--- config.mk ---
export PLATFORM = sky130hd
export DESIGN_NAME = cfg_regbank
export DESIGN_NICKNAME = d
export VERILOG_FILES = /design/src/rtl/cfg_regbank_pkg.sv /design/src/rtl/cfg_regbank_reg.sv /design/src/rtl/cfg_regbank.sv
export SDC_FILE = /design/constraint.sdc
export NUM_CORES = 1
export LEC_CHECK = 0
export CORE_ASPECT_RATIO = 1.5
export CORE_MARGIN = 2
export CORE_UTILIZATION = 30
export CTS_BUF_LIST = sky130_fd_sc_hd__clkbuf_2 sky130_fd_sc_hd__clkbuf_4 sky130_fd_sc_hd__clkbuf_8
export DETAILED_ROUTE_END_ITERATION = 16
export DONT_BUFFER_PORTS = 1
export GPL_TIMING_DRIVEN = 0
export SYNTH_ARGS = -nofsm -noshare
export SYNTH_HDL_FRONTEND = slang
export SYNTH_HIERARCHICAL = 1
export SYNTH_SLANG_ARGS = --single-unit
--- constraint.sdc ---
create_clock -name i_clk -period 1.32 [get_ports i_clk]
set_input_delay 0.264 -clock i_clk [delete_from_list [all_inputs] [get_ports i_clk]]
set_output_delay 0.264 -clock i_clk [all_outputs]
set_load 0.01 [all_outputs]
--- src/rtl/cfg_regbank_pkg.sv ---
// Shared types and helpers for the cfg_regbank configuration register bank.
package cfg_regbank_pkg;

  typedef enum logic {IDLE = 1'b0, COMMIT = 1'b1} state_t;

  localparam int MAX_CH   = 256;
  localparam int MAX_W    = 64;
  localparam int MAX_BITS = MAX_CH * MAX_W;

  // Pulls register idx's reset value out of a zero-extended flat reset vector.
  function automatic logic [MAX_W-1:0] slice_reset(input logic [MAX_BITS-1:0] vals,
                                                    input int idx, input int width);
    logic [MAX_BITS-1:0] sh;
    logic [MAX_W-1:0]    mask;
    sh   = vals >> (idx * width);
    mask = (width >= MAX_W) ? '1 : ((MAX_W'(1) << width) - MAX_W'(1));
    return sh[MAX_W-1:0] & mask;
  endfunction

endpackage

--- src/rtl/cfg_regbank_reg.sv ---
// Single configuration register with a parameterised asynchronous reset value.
module cfg_regbank_reg
  import cfg_regbank_pkg::*;
#(
  parameter int               WIDTH   = 8,
  parameter logic [WIDTH-1:0] RST_VAL = '0
) (
  input  logic             i_clk,
  input  logic             i_arst_n,
  input  logic             i_we,
  input  logic [WIDTH-1:0] i_d,
  output logic [WIDTH-1:0] o_q
);

  logic [WIDTH-1:0] r_q;

  always_ff @(posedge i_clk or negedge i_arst_n) begin
    if (!i_arst_n) begin
      r_q <= RST_VAL;
    end else if (i_we) begin
      r_q <= i_d;
    end
  end

  assign o_q = r_q;

endmodule

--- src/rtl/cfg_regbank.sv ---
// Bank of N_CH configuration registers with valid/ready write port and flat readout.
// Define CFG_REGBANK_SHADOW_EN to stage writes in a shadow bank published by i_commit.
module cfg_regbank
  import cfg_regbank_pkg::*;
#(
  parameter int                      N_CH       = 4,
  parameter int                      WIDTH      = 8,
  parameter logic [N_CH*WIDTH-1:0]   RESET_VALS = '0,
  localparam int                     AW         = (N_CH > 1) ? $clog2(N_CH) : 1
) (
  input  logic                  i_clk,
  input  logic                  i_arst_n,
  input  logic                  i_wr_valid,
  output logic                  o_wr_ready,
  input  logic [AW-1:0]         i_wr_addr,
  input  logic [WIDTH-1:0]      i_wr_data,
  input  logic [AW-1:0]         i_rd_addr,
  output logic [WIDTH-1:0]      o_rd_data,
  output logic [N_CH*WIDTH-1:0] o_values,
  input  logic                  i_commit,
  output logic                  o_busy,
  output logic                  o_err,
  input  logic                  i_err_clr
);

`ifdef CFG_REGBANK_SHADOW_EN
  localparam bit SHADOW_EN = 1'b1;
`else
  localparam bit SHADOW_EN = 1'b0;
`endif

  localparam logic [MAX_BITS-1:0] RV_EXT = MAX_BITS'(RESET_VALS);

  state_t           r_state;
  state_t           w_state_nxt;
  logic             r_rdy_en;
  logic             r_err;
  logic             w_acc;
  logic             w_in_range;
  logic             w_commit_cyc;
  logic [WIDTH-1:0] w_live [N_CH];

  always_ff @(posedge i_clk or negedge i_arst_n) begin
    if (!i_arst_n) begin
      r_state  <= IDLE;
      r_rdy_en <= 1'b0;
    end else begin
      r_state  <= w_state_nxt;
      r_rdy_en <= 1'b1;
    end
  end

  // Without a shadow bank there is nothing to publish, so the FSM never leaves IDLE.
  always_comb begin
    w_state_nxt = r_state;
    case (r_state)
      IDLE:   if (SHADOW_EN && i_commit) w_state_nxt = COMMIT;
      COMMIT: w_state_nxt = IDLE;
    endcase
  end

  assign w_commit_cyc = (r_state == COMMIT);
  assign o_busy       = w_commit_cyc;
  assign o_wr_ready   = r_rdy_en && (r_state == IDLE);
  assign w_acc        = i_wr_valid && o_wr_ready;
  assign w_in_range   = int'(i_wr_addr) < N_CH;

  // A new error beats a simultaneous clear.
  always_ff @(posedge i_clk or negedge i_arst_n) begin
    if (!i_arst_n) begin
      r_err <= 1'b0;
    end else if (w_acc && !w_in_range) begin
      r_err <= 1'b1;
    end else if (i_err_clr) begin
      r_err <= 1'b0;
    end
  end

  assign o_err = r_err;

  for (genvar i = 0; i < N_CH; i++) begin : g_ch
    localparam logic [WIDTH-1:0] RV_I = WIDTH'(slice_reset(RV_EXT, i, WIDTH));
    logic w_we;

    assign w_we = w_acc && w_in_range && (int'(i_wr_addr) == i);

`ifdef CFG_REGBANK_SHADOW_EN
    logic [WIDTH-1:0] w_shadow;

    cfg_regbank_reg #(.WIDTH(WIDTH), .RST_VAL(RV_I)) u_shadow (
      .i_clk    (i_clk),
      .i_arst_n (i_arst_n),
      .i_we     (w_we),
      .i_d      (i_wr_data),
      .o_q      (w_shadow)
    );

    cfg_regbank_reg #(.WIDTH(WIDTH), .RST_VAL(RV_I)) u_live (
      .i_clk    (i_clk),
      .i_arst_n (i_arst_n),
      .i_we     (w_commit_cyc),
      .i_d      (w_shadow),
      .o_q      (w_live[i])
    );
`else
    cfg_regbank_reg #(.WIDTH(WIDTH), .RST_VAL(RV_I)) u_live (
      .i_clk    (i_clk),
      .i_arst_n (i_arst_n),
      .i_we     (w_we),
      .i_d      (i_wr_data),
      .o_q      (w_live[i])
    );
`endif

    assign o_values[i*WIDTH +: WIDTH] = w_live[i];
  end

  assign o_rd_data = (int'(i_rd_addr) < N_CH) ? w_live[i_rd_addr] : '0;

endmodule
# --- After elaboration in Yosys (flattened, before gate mapping) ---
# Index checks and enable logic that the tools add are counted.
totals:
  regBits: 33
  input_bits: 17
  out_inout_bits: 43
  elab_cells: 19
classes:
  n_lt_le_gt_ge: 1
  n_eq_ne: 3
  n_mux: 3
  bitwise_logic: 1
  n_reduce_logical: 6
ops:
  columns: ["cell", "count"]
  rows:
  - ["$bmux W8 S2", 1]
  - ["$mux W8", 2]
  - ["$logic_and A1 B1 Y1", 5]
  - ["$eq A2 B2 Y1 const B", 2]
  - ["$ge A3 B3 Y1 const B", 1]
  - ["$not A2 Y3", 1]
  - ["$eq A2 B1 Y1 const B", 1]
  - ["$logic_not A2 Y1", 1]

# --- Depth between registers and ports, before layout ---
# Gate-level depths: netlist (run 1).
logic_depth:
  depth_word: 4
  ltp_mapped: 3
  depth_no_buf: 2

# --- Cells and area by module ---
# The synthesis (run 1) kept the hierarchy.
modules_own_cells:
  columns: ["mod", "n_inst", "cells_each", "area_each_um2", "seq_area_each_um2"]
  rows:
  - ["cfg_regbank_reg", 4, 17, 331.6, 200.2]
  - ["cfg_regbank", 1, 19, 282.8, 25.0]

# --- Worst setup path after synthesis (run 1) ---
# OpenSTA, ideal clock, no wires.
synth_timing:
  path_type: "register -> register"
  from: "register r_rdy_en"
  to: "register g_ch[0].u_live.r_q[0]"
  setup_time_ns: 0.125
  arrival_time_ns: 1.222
  required_ns: 1.195
  slack_ns: -0.027
  path_stages_with_launch: 4
  path_buffers: 1
  period_less_slack_ns: 1.347
  cell_sequence: "dfrtp_1 -> nor4bb_1 -> buf_6 -> mux2_4"
synth_between:
  elab_chain_cells: 2
synth_rtl:
  columns: ["item", "line", "text"]
  rows:
  - ["from (decl)", "cfg_regbank.sv:36", "logic r_rdy_en;"]
  - ["from (signal assigned)", "cfg_regbank.sv:46", "r_rdy_en <= 1'b0;"]
  - ["from (signal assigned)", "cfg_regbank.sv:49", "r_rdy_en <= 1'b1;"]
  - ["$logic_and A1 B1 Y1", "cfg_regbank.sv:65", "assign w_acc = i_wr_valid && o_wr_ready;"]
  - ["$logic_and A1 B1 Y1", "cfg_regbank.sv:85", "assign w_we = w_acc && w_in_range && (int'(i_wr_addr) == i);"]
  - ["via g_ch[0].w_we", "cfg_regbank.sv:83", "logic w_we;"]
  - ["to (signal assigned)", "cfg_regbank_reg.sv:21", "r_q <= i_d;"]
  - ["to (decl)", "cfg_regbank_reg.sv:15", "logic [WIDTH-1:0] r_q;"]
# The timed path passes the listed nets, and every way through them passes these cells.
# A chain may end at the register's enable or synchronous reset.

# --- Worst setup path after layout (run 1) ---
layout_timing:
  from: "register g_ch[3].u_live.r_q[6]"
  to: "output port o_rd_data[6]"
layout_between:
  elab_chain_cells: 3
layout_rtl:
  columns: ["item", "line", "text"]
  rows:
  - ["from (decl)", "cfg_regbank_reg.sv:15", null]
  - ["from (signal assigned)", "cfg_regbank_reg.sv:21", null]
  - ["$bmux W8 S2", "cfg_regbank.sv:118", "assign o_rd_data = (int'(i_rd_addr) < N_CH) ? w_live[i_rd_addr] : '0;"]
  - ["$mux W8 (implied by the code) (2 in a row)", "cfg_regbank.sv:118", null]
  - ["to (decl)", "cfg_regbank.sv:18", "output logic [WIDTH-1:0] o_rd_data,"]
# Every way passes these cells. The select of a mux whose other input is x is not followed.

==> results of run 1 <==
## cells in the mapped netlist (all sizes together)
master | count | area share [%]
mux4 | 8 | 11
nor4bb | 1 | 0.62
clkbuf | 1 | 0.31
buf | 7 | 4.4
dfrtp | 33 | 51
and4 | 1 | 0.54
and4b | 2 | 1.2
mux2 | 32 | 30
conb | 2 | 0.47
## sequential cells by signal, indices dropped and copies added, names as in the netlist
register / cells
g_ch.u_live/o_q: 32
r_rdy_en: 1
## final timing paths
path,start,end,slack (ps),cells after the start
setup / recovery,g_ch[3].u_live/o_q[6],o_rd_data[6],-200,1
hold / removal,i_wr_data[7],g_ch[0].u_live/o_q[7],130,1
setup reg to reg,r_rdy_en,g_ch[1].u_live/o_q[7],50,3
hold reg to reg,g_ch[3].u_live/o_q[7],g_ch[3].u_live/o_q[7],590,1
max in group asynchronous,i_arst_n,g_ch[3].u_live/o_q[0],710,2
min in group asynchronous,i_arst_n,g_ch[0].u_live/o_q[7],420,2
## power by group through the flow
| stage | Clock, mW | Combinational [mW] | Sequential, mW |
|---|---|---|---|
| floorplan | 0 | 0.505 | 1.50 |
| global route | 0.756 | 0.616 | 1.59 |
| detailed placement | 0 | 0.558 | 1.58 |
| global placement | 0 | 0.544 | 1.56 |
| CTS | 0.709 | 0.590 | 1.57 |
| finish | 0.676 | 0.578 | 1.56 |
## timing repair
action                                  in CTS  in global routing
hold buffers                                 2                  0
pin swaps                                    1                  0
gates resized for setup                      3                  1
endpoints found under the hold margin       33                  0
endpoints found under the setup margin      19                  9
## per-layer routing
metal	GRT usage [%]	up-vias	wire length, um
met5	0	-	0
met4	5.62	0	64
met3	4.32	6	187
met2	21.6	31	1900
met1	14.7	419	1430
li1	-	331	-
## final cells by class
cell class,count,area (um2)
Clock inverter,1,5.00
Timing Repair Buffer,2,30.0
Multi-Input combinational cell,47,726
Buffer,8,76.3
Clock buffer,5,68.8
Sequential cell,33,830
Fill cell,493,3340
Tap cell,68,85.1
## kinds of logic (layout without fill, tap and decap cells)
kind of cell  after synthesis  after routing  synth area share (%)
simple gates                4              4                  2.41
other cells                 2              3                 0.467
mux                        40             40                  41.1
flops                      33             33                  51.3
buf+inv                     8             16                  4.74
## cell usage in the layout (no fill, tap or decap)
cell and n:
nor4bb_4 1, buf_6 5, conb_1 3, mux2_4 32
dfrtp_2 3, buf_4 2, and4_1 1, buf_12 1
clkbuf_2 1, dlygate4sd3_1 1, and4b_1 2, dfrtp_1 30
clkinv_2 1, clkbuf_8 5, mux4_2 8
## stage by stage
| step | hold WS (ps) | cells | instance area, um2 | total power, mW |
|---|---|---|---|---|
| CTS | 119 | 164 | 1820 | 2.86 |
| floorplan | -31.6 | 88 | 1620 | 2.00 |
| detailed placement | -30.9 | 156 | 1700 | 2.13 |
| global placement | -30.9 | 156 | 1700 | 2.10 |
| global route | 108 | 164 | 1820 | 2.96 |
| finish | 130 | 164 | 1820 | 2.81 |
==> impl_metrics.ini, run 1 <==
[layout]
finish.utilization_pct = 35.2
syn2layout_area_growth_pct = 13.1
antenna_cells = 0
drive_above_1_share_pct = 61.5
fin_nets = 114

[worst_hold_path]
hold_class = input pin to register

[synthesis]
yosys_warnings = 6
synth-seq-area-share_pct = 51.3
synth_area_um2 = 1610
synth_cells = 87
synth_cell_types = 10
ys_seq_elements = 33
avgSynthCellArea_um2 = 18.5

[global_routing]
grt_use_total_pct = 12.9
antenna_found_initial = 0
grt_pass1_vias = 879
grt_pass1_wl_um = 5430
grt_max_degree = 34
overflow = 0

[power_and_ir_drop]
power.share.combinational_pct = 20.6
p_int_mw = 1.99
p_seq_share_pct = 55.4
switchingPower_uw = 828
p_leak_nw = 0.801
powerDensity_nw_per_um2 = 1540
ir_drop_v = 0.000733
p_sw_share_pct = 29.4
clkPwrFrac_pct = 24.0

[sta]
period_needed_ps = 1520
rsz0062_at_grt = yes
setup_viol = 8
max_freq_mhz = 659
skew_ps = 4.24
worst_slack_ps = -197
slew_viol_final = 0
hold_violations = 0
setup_tns_ps = -1480
final.period_utilization_pct = 115

[clock_tree]
cts.sinks = 33
cts_tree = done
ctsLongestPathBuffers = 2
numCtsBuffers = 5
clkLatencyLatePin_ps = 280
htreeDepth = 2
post-cts-setup-buffers = 0
path_clk_slew_ps = 70
cts-root-buf = clkbuf_8

[setup_path]
cp_slowest_cell = mux4_2
crit_required_ps = 1060
worst_ep_arrival_time_ps = 1250
crit_fanout = 3
worst_setup_path_start_kind = register
path_class = register to primary output
endpoint_kind = primary output
crit_path_cell_trace = mux4_2
cpLargestDelayFamily = multiplexers
slowest_delay_ps = 550
crit_buf_inv = 0

[drt]
drc = 0
vias = 787
firstDrtPassIters = 2
wl_per_cell_um = 21.9
drtIter0Drc = 24
viasPerCell = 4.80
antenna_left = 0
finalWirelength_um = 3590

[die]
die_y_um = 93.7
start_util_pct = 31.2
die-area_um2 = 5980
fp-row-count = 32
coreArea_um2 = 5160
ioPinCount = 60
die_w_um = 63.8

[place]
place_hpwl_um = 2510
gp_congestion = 0.639
numPortBuffers = 0
place_ws_ps = -117

[outcome]
status = finished with violations
violations = negative setup slack

[run]
maxCapViolations = 0
Note: power is estimated with default switching activity, not from simulation.
==> run 2: changes to the inputs <==
Settings changed: CORE_UTILIZATION 30 to 40.
==> impl_metrics.ini, run 2 (synthesis gave the netlist of run 1 again) <==
[place]
dp.cells = 133
place_hpwl_um = 2300
numPortBuffers = 0
gp_congestion = 0.655
placed_area_um2 = 1680

[die]
fp-row-count = 28
die-area_um2 = 4560
coreArea_um2 = 3890
die_w_um = 55.8
ioPinCount = 60
start_util_pct = 41.4
die_y_um = 81.7

[worst_hold_path]
hold_class = input pin to register

[clock_tree]
cts-root-buf = clkbuf_8
cts.sinks = 33
cts_tree = done
ctsLongestPathBuffers = 2
numCtsBuffers = 5
path_clk_slew_ps = 70
htreeDepth = 2
clkLatencyLatePin_ps = 280

[drt]
antenna_left = 0
viasPerCell = 5.56
wl_per_cell_um = 23.4
vias = 795
firstDrtPassIters = 2
finalWirelength_um = 3340
drc = 0
drtIter0Drc = 3

[sta]
slew_viol_final = 0
final.period_utilization_pct = 115
setup_tns_ps = -1520
period_needed_ps = 1520
hold_violations = 0
max_freq_mhz = 656
rsz0062_at_grt = yes
skew_ps = 5.17
setup_viol = 8
worst_slack_ps = -204

[setup_path]
cp_slowest_cell = mux4_2
crit_required_ps = 1060
ff2ff_setup_slack_ps = 50
endpoint_kind = primary output
worst_ep_arrival_time_ps = 1260
crit_path_cell_trace = mux4_2
path_class = register to primary output
slowest_delay_ps = 540
worst_setup_path_start_kind = register
cpLargestDelayFamily = multiplexers
crit_buf_inv = 0
crit_fanout = 3

[layout]
layout_commonest_cell = mux2_4
drive_above_1_share_pct = 63.3
largest_register_ff_count = 32
antenna_cells = 0
finish.utilization_pct = 47.3
instances_no_fill = 143
fin_nets = 114
fill_cells = 336
syn2layout_area_growth_pct = 14.3
finalInstanceArea_um2 = 1840
layout_common_cells = mux2_4, dfrtp_1, mux4_2

[global_routing]
grt_use_total_pct = 15.5
grt_pass1_vias = 910
grt_pass1_wl_um = 5040
grt_max_degree = 34
overflow = 0
antenna_found_initial = 0

[power_and_ir_drop]
ir_drop_v = 0.00103
powerDensity_nw_per_um2 = 1700
p_leak_nw = 0.822

[run]
maxCapViolations = 0

[outcome]
status = finished with violations
violations = negative setup slack
[run 2: cell types whose count changed in the layout (fill, tap and decap cells not counted)]
cell and change:
bufinv_16 +1, clkbuf_4 +1, clkbuf_8 +1, clkinv_2 -1
dfrtp_1 -1, dfrtp_2 +1
[run 2: power by group]
part / total [mW] / switching, mW / internal (mW)
clock network: 0.994 / 0.359 / 0.636
registers: 1.56 / 0.323 / 1.23
logic: 0.575 / 0.170 / 0.405
total: 3.13 / 0.852 / 2.28
[run 2: final timing paths]
path	to	cells after the start	from
max	o_rd_data[7]	1	g_ch[2].u_live/o_q[7]
min	g_ch[3].u_live/o_q[7]	1	i_wr_data[7]
max reg2reg	g_ch[0].u_live/o_q[3]	3	r_rdy_en
min reg2reg	g_ch[2].u_live/o_q[6]	1	g_ch[2].u_live/o_q[6]
max in group asynchronous	g_ch[2].u_live/o_q[1]	2	i_arst_n
min in group asynchronous	g_ch[0].u_live/o_q[1]	2	i_arst_n
[run 2: cell type report]
class	instances	area [um2]	share of cell area (%)
well taps	45	56.3	3.06
clock inverters	1	30.0	1.63
plain buffers	8	76.3	4.15
flip-flops and latches	33	831	45.2
multi-input cells	47	726	39.5
clock buffers	7	90.1	4.90
repair buffers	2	30.0	1.63
[run 2: metal layers]
layer	share of wire, %	global-route usage [%]	vias to the layer above	routed length (um)
met5	0	0	-	0
met4	1.6	6.59	0	53
met3	7.3	7.40	6	244
met2	54	26.2	32	1790
met1	37	16.8	421	1250
li1	-	-	336	-
[run 2: through the flow]
step	setup WS [ps]	total power [mW]	hold WS (ps)
2_1_floorplan	1.11	2.00	-31.6
3_3_place_gp	-86.3	2.10	-30.8
3_5_place_dp	-107	2.13	-30.7
4_1_cts	-220	3.17	113
5_1_grt	-241	3.27	105
6_report	-204	3.13	122
[run 2: repair_timing]
item	in CTS	in global routing
hold endpoints to repair	33	0
pin swaps	1	0
resized for setup	3	2
hold buffers	2	0
endpoints found under the setup margin	16	16
setup buffers	0	0
